### config.mk
export PLATFORM = sky130hd
export DESIGN_NAME = fir_tile_sched
export DESIGN_NICKNAME = d
export VERILOG_FILES = /design/src/rtl/fir_package.sv /design/src/rtl/fir_tile_sched.sv
export SDC_FILE = /design/constraint.sdc
export NUM_CORES = 1
export LEC_CHECK = 0
export CAP_MARGIN = 20
export CORE_ASPECT_RATIO = 0.8
export CORE_MARGIN = 3
export CORE_UTILIZATION = 50
export CTS_CLUSTER_DIAMETER = 150
export CTS_CLUSTER_SIZE = 14
export DETAILED_ROUTE_END_ITERATION = 16
export GPL_TIMING_DRIVEN = 0
export PLACE_DENSITY = 0.82
export SYNTH_ARGS = -nofsm -noshare
export SYNTH_HDL_FRONTEND = slang
export SYNTH_SLANG_ARGS = --single-unit
### constraint.sdc
create_clock -name clk_i -period 7.5 [get_ports clk_i]
set_clock_uncertainty 0.2 [all_clocks]
set_input_delay 1.5 -clock clk_i [delete_from_list [all_inputs] [get_ports clk_i]]
set_output_delay 1.5 -clock clk_i [all_outputs]
set_load 0.1 [all_outputs]
### src/rtl/fir_package.sv
// Shared FIR HWPE types: tile scheduler state, tile control bundle and default tile size.
package fir_package;

    localparam int unsigned FIR_TILE_LEN = 256;

    typedef enum logic [1:0] {
        TILE_IDLE,
        TILE_ISSUE,
        TILE_WAIT,
        TILE_DONE
    } fir_tile_state_t;

    typedef struct packed {
        logic        start;
        logic        first;
        logic [31:0] x_addr;
        logic [15:0] x_len;
        logic [31:0] y_addr;
        logic [15:0] y_len;
        logic [15:0] skip;
        logic [15:0] idx;
    } fir_tile_ctrl_t;

endpackage

### src/rtl/fir_tile_sched.sv
// Splits one FIR job into tiles of at most TILE_LEN outputs; input tiles after
// the first re-read H_EVEN history samples whose outputs the datapath drops.
module fir_tile_sched
    import fir_package::*;
#(
    parameter int unsigned NB_TAPS  = 50,
    parameter int unsigned TILE_LEN = FIR_TILE_LEN
) (
    input  logic        clk_i,
    input  logic        rst_ni,
    input  logic        clear_i,
    input  logic        start_i,
    input  logic [31:0] x_addr_i,
    input  logic [31:0] y_addr_i,
    input  logic [15:0] signal_length_i,
    input  logic        tile_done_i,
    output logic        busy_o,
    output logic        done_o,
    output logic        tile_start_o,
    output logic        tile_first_o,
    output logic [31:0] tile_x_addr_o,
    output logic [15:0] tile_x_len_o,
    output logic [31:0] tile_y_addr_o,
    output logic [15:0] tile_y_len_o,
    output logic [15:0] tile_skip_o,
    output logic [15:0] tile_idx_o
);

    localparam int unsigned H_EVEN = (NB_TAPS - 1) + ((NB_TAPS - 1) % 2);
    localparam logic [16:0] TILE   = 17'(TILE_LEN);

    fir_tile_state_t state_q, state_d;
    fir_tile_ctrl_t  ctrl;

    logic [16:0] off_q, rem_q, cur, rem_next;
    logic [15:0] idx_q, skip;
    logic [31:0] x_base_q, y_base_q;
    logic [30:0] x_word;

    always_ff @(posedge clk_i) begin
        if (!rst_ni || clear_i) state_q <= TILE_IDLE;
        else                    state_q <= state_d;
    end

    always_ff @(posedge clk_i) begin
        if (!rst_ni || clear_i) begin
            off_q    <= '0;
            rem_q    <= '0;
            idx_q    <= '0;
            x_base_q <= '0;
            y_base_q <= '0;
        end else if (state_q == TILE_IDLE && start_i) begin
            off_q    <= '0;
            rem_q    <= {1'b0, signal_length_i};
            idx_q    <= '0;
            x_base_q <= x_addr_i;
            y_base_q <= y_addr_i;
        end else if (state_q == TILE_WAIT && tile_done_i) begin
            off_q <= off_q + TILE;
            rem_q <= rem_next;
            idx_q <= idx_q + 16'd1;
        end
    end

    always_comb begin
        state_d  = state_q;
        cur      = (rem_q < TILE) ? rem_q : TILE;
        skip     = (off_q == '0) ? '0 : 16'(H_EVEN);
        rem_next = rem_q - cur;
        // word offset may go negative when TILE_LEN < H_EVEN; wraps modulo 2^32
        x_word   = 31'(off_q) - 31'(skip);
        ctrl     = '0;

        unique case (state_q)
            TILE_IDLE:  if (start_i) state_d = (signal_length_i == '0) ? TILE_DONE : TILE_ISSUE;
            TILE_ISSUE: state_d = TILE_WAIT;
            TILE_WAIT:  if (tile_done_i) state_d = (rem_next == '0) ? TILE_DONE : TILE_ISSUE;
            TILE_DONE:  state_d = TILE_IDLE;
            default:    state_d = TILE_IDLE;
        endcase

        ctrl.start = (state_q == TILE_ISSUE);
        ctrl.first = (idx_q == '0) && (state_q != TILE_IDLE);
        if (state_q == TILE_ISSUE || state_q == TILE_WAIT) begin
            ctrl.x_addr = x_base_q + {x_word, 1'b0};
            ctrl.x_len  = 16'((18'(cur) + 18'(skip) + 18'd1) >> 1);
            ctrl.y_addr = y_base_q + {14'd0, off_q, 1'b0};
            ctrl.y_len  = 16'((18'(cur) + 18'd1) >> 1);
            ctrl.skip   = skip;
            ctrl.idx    = idx_q;
        end
    end

    assign busy_o        = (state_q != TILE_IDLE);
    assign done_o        = (state_q == TILE_DONE);
    assign tile_start_o  = ctrl.start;
    assign tile_first_o  = ctrl.first;
    assign tile_x_addr_o = ctrl.x_addr;
    assign tile_x_len_o  = ctrl.x_len;
    assign tile_y_addr_o = ctrl.y_addr;
    assign tile_y_len_o  = ctrl.y_len;
    assign tile_skip_o   = ctrl.skip;
    assign tile_idx_o    = ctrl.idx;

endmodule

# --- Word level (Yosys, flattened, before mapping) ---
# Index checks and enable logic that the tools add are counted.
word_totals:
  output_inout_bits: 132
  romBits: 0
  word_cells: 47
  reg_bits: 116
  ram_bits: 0
  n_memories: 0
  input_bits: 85
  latchBits: 0
classes:
  n_addsub: 9
  bitwise: 0
  order_cmp: 1
  shifts: 0
  n_eq_ne: 5
  div: 0
  mul: 0
  muxes: 10
  n_reduce_logical: 15
ops:
  columns: ["operator", "n"]
  rows:
  - ["two-way mux 128 bit", 1]
  - ["adder 17 x 1 -> 17 bit (second input constant)", 2]
  - ["logical NOT 17 bit", 2]
  - ["adder 32 x 18 -> 32 bit", 1]
  - ["adder 32 bit", 1]
  - ["logical NOT 16 bit", 2]
  - ["two-way mux 16 bit", 2]
  - ["subtractor 17 x 6 -> 18 bit", 1]
  - ["adder 17 x 6 -> 17 bit", 1]
  - ["adder 17 x 9 -> 17 bit (second input constant)", 1]
  - ["less-than comparator 17 x 9 -> 1 bit (second input constant)", 1]
  - ["two-way mux 17 bit", 1]
  - ["subtractor 17 bit", 1]
  - ["adder 16 x 1 -> 16 bit (second input constant)", 1]
  - ["two-way mux 2 bit", 4]
  - ["case mux 2 bit (4 select lines)", 1]
  - ["two-way mux 6 bit", 1]
  - ["equality test 2 bit (second input constant)", 2]
  - ["!= test 2 bit (second input constant)", 2]
  - ["nonzero test 2 bit", 2]
  - ["logical AND 1 bit", 3]
  - ["equality test 2 x 1 -> 1 bit (second input constant)", 1]
  - ["logical NOT 2 bit", 1]
  - ["logical OR 1 bit", 2]
  - ["3 further kinds", 3]

# --- Logic depth before layout (Yosys ltp) ---
# Gate-level depths: netlist of the first run.
depth:
  depth_word: 7
  mapped_depth: 17
  mapped_depth_nobuf: 16

# --- Least setup slack after synthesis of the first run ---
# OpenSTA, ideal clock, no wires.
synth_path:
  kind: "register to output"
  from: "register off_q[10]"
  to: "output port tile_x_addr_o[30]"
  t_required_ns: 5.800
  setup_slack_ns: -1.083
  arrival_time_ns: 6.883
  path_stages_with_launch: 14
  path_cell_list: "dfxtp_1 -> clkbuf_1 -> or3_1 -> or4_1 -> nor2_1 -> nand2_1 -> ha_1 -> and3_1 -> ha_1 -> and2_1 -> nand3_1 -> nor2_1 -> a41oi_1 -> o311ai_0"
synth_via:
  elab_chain_len: 5
synth_rtl:
  columns: ["element", "line_no", "rtl"]
  rows:
  - ["start, declared", "fir_tile_sched.sv:35", "logic [16:0] off_q, rem_q, cur, rem_next;"]
  - ["start signal, assigned", "fir_tile_sched.sv:59", "off_q <= off_q + TILE;"]
  - ["logical NOT 17 bit", "fir_tile_sched.sv:68", "skip = (off_q == '0) ? '0 : 16'(H_EVEN);"]
  - ["two-way mux 6 bit", "fir_tile_sched.sv:68", null]
  - ["subtractor 17 x 6 -> 18 bit *", "fir_tile_sched.sv:71", "x_word = 31'(off_q) - 31'(skip);"]
  - ["adder 32 bit *", "fir_tile_sched.sv:85", "ctrl.x_addr = x_base_q + {x_word, 1'b0};"]
  - ["two-way mux 128 bit *", "fir_tile_sched.sv:84", "if (state_q == TILE_ISSUE || state_q == TILE_WAIT) begin"]
  - ["end, declared", "fir_tile_sched.sv:21", "output logic [31:0] tile_x_addr_o,"]
# Every way passes the cells marked *; elsewhere a longest branch is shown, timed or not.

# --- Worst setup path after layout of the first run ---
layout_path:
  from: "register off_q[10]"
  to: "output port tile_x_addr_o[23]"
# The elaborated chain is that of the path after synthesis.

==> reports/summary.txt, run 1 <==
WHS: 0.250 ns
CTS tree: yes
Port Buffers: 187
DRT Pass-1 Iters: 5
Worst Tran Pin Value: 1.05 ns
critical path type: reg -> out
Yosys cell types: 68
clk_lat worst skew: 0.36 ns
top-count cell post-synth: nand2_1
CP max FO: 14
Rows: 40
die width: 148 um
# DRC: 0
total of max-cap violations: 0
Ys Warns: 0
Layout Nets: 1453
total number of vias: 8339
Slew headroom: 0.298
# IOs: 217
EDFF count, synth: 0
clock tree root buffer cell: clkbuf_16
first-pass GRT wire length: 39.8 mm
crit end category: output port
Mapped Avg Cell Area: 7.40 sq um
vias per cell: 5.46
top cell types by occurrence after synthesis: nand2_1, a21oi_1, dfxtp_1, and2_1, nor2_1
CP Data Required Time: 5.80 ns
RD Place Congestion: 0.926
main flop type after synthesis: dfxtp_1
aggregate routed wire length: 24.9 mm
reg-to-reg slack, setup: 4.50 ns
Die ar.: 17600 sq um
WL/cell: 16.3 um
largest area contributor in the netlist: dfxtp_1
htree depth: 3
Pwr Density: 143 nW/um^2
register area: 2160 sq um
fin crit share: 0.964
Yosys top cell area share: 0.269
largest net degree at the start of global routing: 19
setup violators final: 0
Layout area overhead: 30.8%
GRT Util Overall: 0.276
Die Y: 119 um
Final TNS setup: 0 ns
Final Non-Filler Cells: 1526
Power Total: 1.50 mW
grt ovf: 0
post-route ant nets: 0
clock tree sinks: 108
number of fill cells: 1363
FFs w/ async S/R, synth: 0
Starting Density: 0.523
vias in the first global route: 7894
ant diodes: 0
synthesized area: 8030 sq um
Core Area: 15400 sq um
initial antenna violation count: 0
Max Clock Freq: 0.138 GHz
RSZ-0062 raised after global routing: no
postcts setup bufs: 0
Critical Path Start Type: register
Multi-input gate area: 5400 sq um
placed wire-length estimate: 19.4 mm
clk buf depth: 2
initial DRC count: 619
max-slew violations: 0
Cells after Synth: 1085
HP Class: reg -> reg
Final Critical Period: 7.23 ns
Worst EP arrival: 5.53 ns
Inst Count DP: 1511
Seq cells post-synth: 108
Reg clk slew, reported paths: 0.08 ns
status: finished clean
ranking of synthesized cells by area: dfxtp_1, nand2_1, ha_1
final hold violations: 0
peak supply drop: 0.000118 V
post-synthesis sequential area ratio: 0.269
share of cells above drive strength 1: 0.0608
leak pwr: 4.21 nW
Num CTS Buffers: 9
through the flow:
stage                     utilization  area, sq um  setup WS (ns)
after detailed placement        0.669        10300         -0.344
after global placement          0.669        10300         -0.302
after floorplan                     -         8140         0.0949
after global routing            0.684        10500         0.0113
after CTS                       0.687        10500         0.0522
final                           0.684        10500          0.268
state kept, by name, summed over array words and instances (netlist names):
signal,count
off_q,9
rem_q,17
state_q,2
x_base_q,32
y_base_q,32
idx_q,16
path summary, 6_finish.rpt:
check	start	end	depth (start not counted)
worst min register to register	y_base_q[1]	y_base_q[1]	2
worst min-delay path	y_base_q[1]	y_base_q[1]	2
worst max-delay path	off_q[10]	tile_x_addr_o[23]	14
worst max register to register	rem_q[9]	state_q[1]	11
critical path: stages, from the launching register on:
cell	delay [ns]
dfxtp_1	0.32
clkbuf_1	0.20
or3_1	0.46
or4_1	0.43
nor2_1	0.19
nand2_2	0.24
ha_1	0.28
and3_1	0.40
ha_1	0.49
a21o_1	0.24
a221o_1	0.36
o31ai_2	0.38
a21oi_1	0.11
and3b_1	0.21
dlygate4sd2_1	0.85
logic make-up after synthesis:
kind of cell	count (synthesis)	share of synthesized area
simple gates	485	0.299
compound gates	236	0.178
buf+inv	116	0.0725
flops	108	0.269
xor+xnor	79	0.0862
fa+ha+maj	56	0.0901
mux	4	0.00499
other cells	1	0.000467
timing repair:
| action | in CTS | in global routing |
|---|---|---|
| hold buffers | 0 | 0 |
| cloned | 0 | 0 |
| setup endpoints to repair | 12 | 17 |
| resized for setup | 24 | 22 |
cells in the final DEF (no fill, tap or decap), drive strengths merged, types with 6 or more instances in the layout:
cell / netlist / final
a211oi: 9 / 9
a21o: 12 / 12
a21oi: 120 / 120
and2: 78 / 78
and3: 10 / 10
buf: 51 / 56
clkbuf: 40 / 55
clkdlybuf4s50: 0 / 174
conb: 1 / 30
dfxtp: 108 / 108
ha: 53 / 53
inv: 25 / 29
nand2: 192 / 192
nand2b: 7 / 7
nand3: 26 / 26
nand4: 19 / 19
nor2: 66 / 66
nor2b: 18 / 18
nor3: 21 / 21
nor3b: 7 / 7
nor4: 11 / 11
o21a: 7 / 7
o21ai: 37 / 37
o21bai: 7 / 7
or2: 6 / 6
or3: 9 / 9
or4: 6 / 6
xnor2: 44 / 44
xor2: 35 / 35
final cells by class:
cell class | count | area share
clock inverters | 5 | 0.00417
plain buffers | 91 | 0.0465
repair buffers | 187 | 0.173
clock buffers | 10 | 0.0218
inverters | 25 | 0.00893
multi-input cells | 890 | 0.514
well taps | 210 | 0.0250
flip-flops and latches | 108 | 0.206
metal layers:
layer,wire (um),part of all wire,track usage,up-vias
li1,-,-,-,4134
met1,11400,0.46,0.374,3849
met2,11000,0.44,0.437,315
met3,2000,0.080,0.0681,41
met4,534,0.021,0.0786,0
met5,0,0,0,-
power breakdown:
part	total, mW	switching (mW)	internal (mW)
clock	0.468	0.238	0.230
combinational	0.428	0.297	0.130
sequential	0.603	0.0136	0.590
total	1.50	0.549	0.950
Power figures use the tool's default switching activity.
==> run 2: changes to the inputs <==
Settings changed: SLEW_MARGIN set to 20.
==> results of run 2 <==
No change in the layout: final DEF, timing and power equal those of run 1.
==> run 3: changes to the inputs <==
Settings changed: ABC_AREA set to 1.
==> reports/summary.txt, run 3 <==
final hold violations: 0 (unchanged)
Die Y: 119 um (-0.32%)
Reg clk slew, reported paths: 0.08 ns (about the same)
Top delay family on crit path: buffers and inverters
top cell types by occurrence after synthesis: nor2_1, nand2_1, inv_1, o21ai_0, a21oi_1
total of max-cap violations: 0 (unchanged)
initial antenna violation count: 0 (unchanged)
top-count cell post-synth: nor2_1
Slew headroom: 0.312 (+0.0140)
RSZ-0062 raised after global routing: no
WL/cell: 15.2 um (-6.8%)
hold_buf cts: 0 (unchanged)
Ys Warns: 0 (unchanged)
# IOs: 217 (unchanged)
Largest stage delay, worst path: 1.15 ns (+0.30 ns)
share of cells above drive strength 1: 0.0447 (-0.0161)
setup violators final: 0 (unchanged)
synthesized area: 7980 sq um (-0.67%)
largest net degree at the start of global routing: 20 (+1)
worst path cell trace: inv_1 -> ha_1 -> nand4_1 -> inv_1 -> ha_1 -> nand2_1 -> nand2_1 -> xor2_1 -> ha_1 -> nand2_1 -> nor4_1 -> a21oi_1 -> inv_1 -> o21ai_0 -> a21oi_1 -> clkdlybuf4s50_1
HP Class: reg -> reg
clock tree sinks: 108 (unchanged)
Critical Path Start Type: register
postcts setup bufs: 0 (unchanged)
Slowest-stage cell, CP: clkdlybuf4s50_1
Cells after Synth: 1266 (+17%)
FFs w/ async S/R, synth: 0 (unchanged)
initial DRC count: 759 (+23%)
Layout area overhead: 32.0%
GRT Util Overall: 0.292 (+0.0159)
Pwr Density: 151 nW/um^2 (+5.5%)
largest registers: x_base_q: 32 flops, y_base_q: 32 flops, rem_q: 17 flops
Core Area: 15300 sq um (-0.33%)
status: finished clean
CP Data Required Time: 5.80 ns (about the same)
Worst EP arrival: 5.49 ns (-0.04 ns)
clk_lat worst skew: 0.36 ns (about the same)
die width: 147 um (-0.32%)
placed wire-length estimate: 20.5 mm (+5.3%)
critical path type: reg -> out
vias per cell: 5.30 (-3.0%)
Num CTS Buffers: 9 (unchanged)
Yosys top cell area share: 0.271 (+0.00182)
main flop type after synthesis: dfxtp_1
crit end category: output port
vias in the first global route: 8382 (+6.2%)
design area: 10500 sq um (+0.24%)
ant diodes: 0 (unchanged)
CP bufs+invs: 4 (+2)
first-pass GRT wire length: 41.9 mm (+5.3%)
Yosys cell types: 44 (-35%)
total number of vias: 9052 (+8.6%)
Placed Area: 10200 sq um (-0.52%)
clk buf depth: 2 (unchanged)
ranking of synthesized cells by area: dfxtp_1, nor2_1, nand2_1
Final TNS setup: 0 ns (unchanged)
Layout Nets: 1634 (+12%)
Port Buffers: 187 (unchanged)
Rows: 40 (unchanged)
commonest non-fill, non-tap cell in the layout: nor2_1
grt ovf: 0 (unchanged)
max-slew violations: 0 (unchanged)
htree depth: 3 (unchanged)
Worst Tran Pin Value: 1.03 ns (-0.0209 ns)
aggregate routed wire length: 26.0 mm (+4.3%)
Mapped Avg Cell Area: 6.30 sq um (-15%)
Starting Density: 0.521 (-0.00181)
Final Critical Period: 7.19 ns (-0.0442 ns)
Max Clock Freq: 0.139 GHz (+0.61%)
CTS tree: yes
peak supply drop: 0.000114 V (-3.5%)
Seq cells post-synth: 108 (unchanged)
CP max FO: 14 (unchanged)
fin crit share: 0.958 (-0.00590)
EDFF count, synth: 0 (unchanged)
DRT Pass-1 Iters: 6 (+1)
leak pwr: 4.65 nW (+11%)
largest area contributor in the netlist: dfxtp_1
RD Place Congestion: 1.00 (+8.4%)
clock tree root buffer cell: clkbuf_16
post-synthesis sequential area ratio: 0.271 (+0.00182)
Die ar.: 17500 sq um (-0.64%)
commonest cells after routing, fill and taps aside: nor2_1, nand2_1, clkdlybuf4s50_1, inv_1, o21ai_0
post-route ant nets: 0 (unchanged)
# DRC: 0 (unchanged)
-- run 3: changes by cell type in the layout (fill, tap and decap cells not counted), sizes merged, moves of 17 or more --
cell,change
xnor2,-36
and2,-78
buf,-21
nor2b,-18
nand3,+22
o21ai,+111
inv,+125
nor2,+158
a31oi,+17
-- run 3: area by class of cell --
cell class,instances,area [sq um]
tap,210,263
clock buffer,10,229
sequential,108,2160
fill,1398,4790
buffer,73,399
timing repair buffer,187,1870
multi-input combinational,961,4950
inverter,153,576
clock inverter,6,78.8
-- run 3: power by group --
part / internal, mW / total, mW / switching, mW
Sequential: 0.594 / 0.613 / 0.0184
Clock: 0.268 / 0.513 / 0.246
Combinational: 0.133 / 0.459 / 0.326
Total: 0.994 / 1.59 / 0.591
-- run 3: timing repair --
item / 4_1_cts / 5_1_grt
gates resized for setup: 5 / 20
setup endpoints to repair: 10 / 15
cloned: 0 / 0
-- run 3: routing by layer --
metal,wire (um),track usage
met1,11600,0.402
met3,2620,0.0715
met5,0,0
met4,581,0.0850
met2,11200,0.456
-- run 3: kinds of logic (layout without fill, tap and decap cells) --
| logic type | Yosys count | count (layout) | synth area share |
|---|---|---|---|
| flip-flops | 108 | 108 | 0.271 |
| AND/OR/NAND/NOR | 542 | 542 | 0.281 |
| other | 1 | 30 | 0.000470 |
| adder cells (fa/ha/maj) | 56 | 56 | 0.0907 |
| XOR/XNOR | 27 | 27 | 0.0297 |
| buffers and inverters | 226 | 429 | 0.122 |
| AO/OA/AOI/OAI | 306 | 306 | 0.205 |
-- run 3: path summary, 6_finish.rpt --
check | from | end | slack [ns] | cells past startpoint
hold / removal | y_base_q[2] | y_base_q[2] | 0.28 | 2
setup reg to reg | state_q[0] | idx_q[14] | 4.71 | 11
setup / recovery | off_q[8] | tile_x_addr_o[16] | 0.31 | 16
hold reg to reg | y_base_q[2] | y_base_q[2] | 0.28 | 2
-- run 3: tightest hold or removal path: cells and delay by family (launching register included) --
family / cells / cell delay, ns
simple gates: 2 / 0.13
flops: 1 / 0.33
-- run 3: stage by stage --
| stage | hold slack, ns | std cells | power (mW) | utilization | setup slack, ns |
|---|---|---|---|---|---|
| detailed placement | 0.272 | 1692 | 1.08 | 0.667 | -0.0374 |
| global route | 0.313 | 1708 | 1.65 | 0.688 | 0.0177 |
| floorplan | 0.255 | 1295 | 0.945 | - | 1.06 |
| finish | 0.284 | 1708 | 1.59 | 0.688 | 0.312 |
| CTS | 0.288 | 1708 | 1.58 | 0.687 | 0.00914 |
| global placement | 0.261 | 1692 | 1.07 | 0.667 | -0.0381 |
